$ cat src/rtl/alu_pkg.sv
// Shared ALU definitions: operation codes, RV32I opcode/funct constants,
// decoder result record and funct3 helpers.
package alu_pkg;

  typedef enum logic [3:0] {
    ALU_AND   = 4'b0000,
    ALU_OR    = 4'b0001,
    ALU_ADD   = 4'b0010,
    ALU_XOR   = 4'b0100,
    ALU_EQUAL = 4'b1000
  } alu_op_t;

  localparam logic [6:0] OP_R      = 7'b0110011;
  localparam logic [6:0] OP_I      = 7'b0010011;
  localparam logic [6:0] OP_LOAD   = 7'b0000011;
  localparam logic [6:0] OP_STORE  = 7'b0100011;
  localparam logic [6:0] OP_BRANCH = 7'b1100011;

  localparam logic [2:0] F3_ADD  = 3'b000;
  localparam logic [2:0] F3_XOR  = 3'b100;
  localparam logic [2:0] F3_OR   = 3'b110;
  localparam logic [2:0] F3_AND  = 3'b111;
  localparam logic [2:0] F3_WORD = 3'b010;
  localparam logic [2:0] F3_BEQ  = 3'b000;

  localparam logic [6:0] F7_BASE = 7'b0000000;

  // Decoded control for one instruction.
  typedef struct packed {
    alu_op_t op;
    logic    use_imm;
    logic    reg_write;
    logic    branch;
    logic    illegal;
  } dec_t;

  // funct3 values shared by the R-type and I-type ALU groups.
  function automatic logic f3_is_alu(input logic [2:0] f3);
    return (f3 == F3_ADD) || (f3 == F3_XOR) || (f3 == F3_OR) || (f3 == F3_AND);
  endfunction

  function automatic alu_op_t f3_to_op(input logic [2:0] f3);
    case (f3)
      F3_ADD:  return ALU_ADD;
      F3_XOR:  return ALU_XOR;
      F3_OR:   return ALU_OR;
      default: return ALU_AND;
    endcase
  endfunction

endpackage

$ cat src/rtl/alu_op_decode.sv
// Combinational decode of the supported RV32I subset into ALU controls.
module alu_op_decode
  import alu_pkg::*;
(
  input  logic [31:0] instr,
  output dec_t        dec
);

  logic [6:0] opcode;
  logic [2:0] funct3;
  logic [6:0] funct7;
  logic       unused_instr_bits;

  assign opcode = instr[6:0];
  assign funct3 = instr[14:12];
  assign funct7 = instr[31:25];
  // Register indices and immediate bits are not needed to pick the operation.
  assign unused_instr_bits = ^{instr[24:15], instr[11:7]};

  // Map opcode/funct fields to the ALU operation and operand/writeback controls.
  always_comb begin
    // NOTE: every field gets a default up front so no path leaves one unassigned (no latch).
    dec = '0;
    dec.op = ALU_AND;
    case (opcode)
      OP_R: begin
        if (funct7 == F7_BASE && f3_is_alu(funct3)) begin
          dec.op        = f3_to_op(funct3);
          dec.reg_write = 1'b1;
        end else begin
          dec.illegal = 1'b1;
        end
      end
      OP_I: begin
        if (f3_is_alu(funct3)) begin
          dec.op        = f3_to_op(funct3);
          dec.use_imm   = 1'b1;
          dec.reg_write = 1'b1;
        end else begin
          dec.illegal = 1'b1;
        end
      end
      OP_LOAD, OP_STORE: begin
        if (funct3 == F3_WORD) begin
          dec.op        = ALU_ADD;
          dec.use_imm   = 1'b1;
          dec.reg_write = (opcode == OP_LOAD);
        end else begin
          dec.illegal = 1'b1;
        end
      end
      OP_BRANCH: begin
        if (funct3 == F3_BEQ) begin
          dec.op     = ALU_EQUAL;
          dec.branch = 1'b1;
        end else begin
          dec.illegal = 1'b1;
        end
      end
      default: dec.illegal = 1'b1;
    endcase
  end

endmodule

$ cat src/rtl/alu_issue_stage.sv
// ID->EX issue stage: decodes the instruction, selects ALU operands and
// registers them into a single EX slot behind a valid/ready handshake.
module alu_issue_stage
  import alu_pkg::*;
#(
  parameter int DATA_WIDTH     = 32,
  parameter int OPCODE_LENGTH  = 4,
  parameter int REG_ADDR_WIDTH = 5
) (
  input  logic                      clk,
  input  logic                      reset_n,
  input  logic                      id_valid,
  output logic                      id_ready,
  input  logic [31:0]               id_instr,
  input  logic [DATA_WIDTH-1:0]     id_rs1_data,
  input  logic [DATA_WIDTH-1:0]     id_rs2_data,
  input  logic [DATA_WIDTH-1:0]     id_imm,
  input  logic                      flush,
  input  logic                      ex_ready,
  output logic                      ex_valid,
  output logic [DATA_WIDTH-1:0]     ex_SrcA,
  output logic [DATA_WIDTH-1:0]     ex_SrcB,
  output logic [OPCODE_LENGTH-1:0]  ex_Operation,
  output logic [REG_ADDR_WIDTH-1:0] ex_rd,
  output logic                      ex_reg_write,
  output logic                      ex_branch,
  output logic                      ex_illegal,
  output logic [31:0]               issue_count
);

  dec_t                      dec;
  logic [DATA_WIDTH-1:0]     src_a;
  logic [DATA_WIDTH-1:0]     src_b;
  logic [REG_ADDR_WIDTH-1:0] rd;
  logic                      load;

  alu_op_decode u_decode (
    .instr (id_instr),
    .dec   (dec)
  );

  // Slot can take a new instruction when empty or being drained this cycle.
  assign id_ready = !ex_valid || ex_ready;
  assign load     = id_valid && id_ready;

  // Operand muxes; illegal instructions present zero operands, rd is zero without writeback.
  always_comb begin
    src_a = id_rs1_data;
    src_b = dec.use_imm ? id_imm : id_rs2_data;
    rd    = dec.reg_write ? id_instr[7 +: REG_ADDR_WIDTH] : '0;
    if (dec.illegal) begin
      src_a = '0;
      src_b = '0;
    end
  end

  // EX slot: flush beats load beats drain; otherwise every field holds.
  always_ff @(posedge clk or negedge reset_n) begin
    // NOTE: the data fields are reset too, because all outputs must read 0 during reset.
    if (!reset_n) begin
      ex_valid     <= 1'b0;
      ex_SrcA      <= '0;
      ex_SrcB      <= '0;
      ex_Operation <= '0;
      ex_rd        <= '0;
      ex_reg_write <= 1'b0;
      ex_branch    <= 1'b0;
      ex_illegal   <= 1'b0;
    end else if (flush) begin
      // NOTE: sequential state uses non-blocking assignments so all flops update together.
      ex_valid <= 1'b0;
    end else if (load) begin
      ex_valid     <= 1'b1;
      ex_SrcA      <= src_a;
      ex_SrcB      <= src_b;
      ex_Operation <= OPCODE_LENGTH'(dec.op);
      ex_rd        <= rd;
      ex_reg_write <= dec.reg_write;
      ex_branch    <= dec.branch;
      ex_illegal   <= dec.illegal;
    end else if (ex_ready) begin
      ex_valid <= 1'b0;
    end
  end

  // Issue counter: counts every load that survives flush, wrapping naturally.
  always_ff @(posedge clk or negedge reset_n) begin
    if (!reset_n) begin
      issue_count <= '0;
    end else if (load && !flush) begin
      issue_count <= issue_count + 32'd1;
    end
  end

endmodule
$ cat config.mk
export PLATFORM = sky130hd
export DESIGN_NAME = alu_issue_stage
export DESIGN_NICKNAME = d
export VERILOG_FILES = /design/src/rtl/alu_pkg.sv /design/src/rtl/alu_op_decode.sv /design/src/rtl/alu_issue_stage.sv
export SDC_FILE = /design/constraint.sdc
export NUM_CORES = 1
export LEC_CHECK = 0
export BUFFER_PORTS_ARGS = -buffer_cell sky130_fd_sc_hd__buf_2
export CAP_MARGIN = 10
export CORE_MARGIN = 5
export CORE_UTILIZATION = 47
export CTS_CLUSTER_DIAMETER = 80
export CTS_CLUSTER_SIZE = 20
export DETAILED_ROUTE_END_ITERATION = 16
export PLACE_DENSITY = 0.81
export SKIP_LAST_GASP = 1
export SLEW_MARGIN = 10
export SYNTH_ARGS = -nofsm -noshare
export SYNTH_HDL_FRONTEND = slang
export SYNTH_HIERARCHICAL = 1
export SYNTH_SLANG_ARGS = --single-unit
$ cat constraint.sdc
create_clock -name clk -period 1.9 [get_ports clk]
set_clock_uncertainty 0.05 [all_clocks]
set_input_delay 0.095 -clock clk [delete_from_list [all_inputs] [get_ports clk]]
set_output_delay 0.095 -clock clk [all_outputs]
set_load 0.01 [all_outputs]
==> impl_results.md <==
* Status: finished, final reports clean
* Unique masters post-synth at 47
* Peak VDD IR at 0.421 mV
* Die span in y at 115 µm
* Hold path depth at 3
* Area Overhead vs Synth at 40.0%
* Final worst-path cycle share at 92.3%
* Final wirelength at 14700 µm
* Area fraction of the dominant cell type after synthesis at 52.3%
* FF-to-FF End: ex_SrcB[23]
* Fill cells at 843
* PwrDens at 619 nW/µm²
* Achievable Freq at 570 MHz
* Average footprint of a synthesized cell at 10.3 µm²
* Chip width at 115 µm
* Max Slew Vio Count at 0
* Largest net degree at the start of global routing at 43
* Worst setup path class: reg2reg
* Clock H-tree levels at 3
* Vias at 4769
* RR Startpoint: ex_valid
* Slew headroom at 67.0%
* Post-DP HPWL at 11000 µm
* Root buf cell: clkbuf_8
* Yosys Warn Count at 6
* Longest Clk Path Bufs at 2
* Post-synth top area cell: dfrtp_1
* Setup TNS at 0 ns
* Crit path DAT at 1.96 ns
* # DRC at 0
* First-pass GRT wire length at 23800 µm
* Initial antenna violation count at 0
* Final nets at 915
* GP Congestion at 0.833
* Critical path startpoint category: register
* Netlist Area Pre-Place at 5220 µm²
* Gr ovfl total at 0
* Syn Inst Count at 506
* Core area at 10800 µm²
* Final setup fails at 0
* Hold Path End: ex_SrcB[8]
* Reg2Reg Depth at 5
* Average wire per standard cell at 15.9 µm
* Total CTS buffers at 9
* Vias in the first global route at 4876
* Minimum clock period at 1.75 ns
* Power, Total at 4520 µW
* Critical Path Fanout Max at 29
* Number of synthesized flops with an enable pin at 0
* Clock sink count at 109
* Avg Vias per Cell at 5.15
* Sequential fraction of the synthesis area at 52.3%
* Leak at 0.00396 µW
* Ys async rst share at 100%
* CP required at 2.11 ns
* WHS at 0.0121 ns
* Yosys reg bits at 109
* Max cap viols at 0
* Main synth FF type: dfrtp_1
* # IOs at 243
* Die area at 13300 µm²
* IO Port Bufs at 232
* Worst-Margin Slew at 0.494 ns
* Initial DRC Count at 279
* Initial Util at 48.1%
* Row count at 38
* HP Start: id_rs2_data[8]
* CP endpoint kind: register
* Synth top area cells: dfrtp_1 (52%), nand2_1 (10%), mux2i_1 (6.1%), nand3b_1 (4.6%), o31ai_1 (4.6%)
* Clock transition at path regs at 0.09 ns
* Number of routed nets with antenna violations at 0
* RSZ-0062 raised after global routing: no
* DRT Pass-1 Iters at 4
* Worst skew pair latency at 0.36 ns
* Post-synth net total at 640
* Tot GR Track Use at 22.3%
* Final Hold Fails at 0
* Worst R2R Setup Slack at 0.15 ns
* CTS tree: built
* Proportion of layout cells with a drive suffix above 1 at 37.8%
* HP Class: in2reg
power breakdown:
part           internal [µW]  switching [µW]  leakage, µW
Combinational            332             347      0.00238
Clock                    598             756    0.0000919
Sequential              2400            91.3      0.00149
layout by cell type (no fill, tap or decap), drive strengths merged, types with 4 or more instances in the layout:
cell           n
buf          247
nand2        145
dfrtp        109
dlygate4sd3   48
nand3b        32
mux2i         32
o31ai         32
xor2          22
nor4          16
nand3         15
nor3          10
clkbuf        10
xnor2          9
nor2           9
inv            7
nand4          6
and4           6
nand2b         4
state kept, by name, summed over array words and instances (netlist names):
signal,flops
ex_Operation,4
ex_illegal,1
ex_valid,1
issue_count,32
ex_SrcA,32
ex_reg_write,1
ex_SrcB,32
ex_branch,1
ex_rd,5
logic make-up after synthesis:
kind of cell,synth area share (%)
XOR/XNOR,5.20
adder cells (fa/ha/maj),0.240
multiplexers,6.14
flip-flops,52.3
buffers and inverters,3.50
AND/OR/NAND/NOR,26.6
AO/OA/AOI/OAI,6.09
metal layers:
metal / part of all wire (%) / wire, µm / track usage (%)
met2: 50 / 7370 / 38.0
met1: 40 / 5820 / 27.4
met3: 7.7 / 1140 / 4.95
met5: 0 / 0 / 0
met4: 2.7 / 401 / 9.15
metrics by stage:
step	utilization [%]	std cells	instance area [µm²]	setup WS, ns
floorplan	-	506	5220	0.170
global placement	61.1	862	6620	0.0796
detailed placement	61.1	862	6620	0.00625
CTS	67.2	925	7280	0.0754
global route	67.4	925	7300	0.0241
finish	67.4	926	7310	0.146
cells in the mapped netlist (5+ instances only):
cell / n
nand2_1: 145
dfrtp_1: 109
mux2i_1: 32
nand3b_1: 32
o31ai_1: 32
xor2_1: 22
buf_2: 17
nand3_1: 14
clkbuf_1: 11
nor3_1: 10
nor4_2: 9
xnor2_1: 9
nor2_1: 8
inv_1: 7
nor4_1: 5
worst max-delay path: stages, from the launching register on:
cell and delay (ns):
dfrtp_1 0.40, nand2b_1 0.25, buf_4 0.19, nand2_4 0.22, buf_4 0.27, o31ai_1 0.26
cell type report:
cell class,instances,area [µm²],share of cell area (%)
clock inverters,5,52.6,0.719
clock buffers,10,128,1.75
flip-flops and latches,109,2730,37.3
repair buffers,295,1840,25.2
well taps,140,175,2.40
diodes,1,2.50,0.0342
multi-input cells,359,2350,32.2
inverters,7,26.3,0.360
how the worst max path moves through the flow:
stage                              start         endpoint  slack [ns]  cells after the start
after floorplan              id_instr[2]      ex_SrcB[10]        0.17                      7
after global placement       id_instr[2]       ex_SrcB[2]        0.08                      7
after detailed placement     id_instr[2]       ex_SrcB[2]       0.006                      7
after CTS                 issue_count[0]  issue_count[20]        0.08                      5
after global routing            ex_valid      ex_SrcB[28]        0.02                      5
final                           ex_valid      ex_SrcB[23]        0.15                      5
repair_timing:
item	CTS	global route
hold buffers	48	0
setup buffers	0	0
setup endpoints to repair	0	5
gates resized for setup	0	3
endpoints found under the hold margin	76	0
No activity file was read; power rests on OpenSTA's default activity.
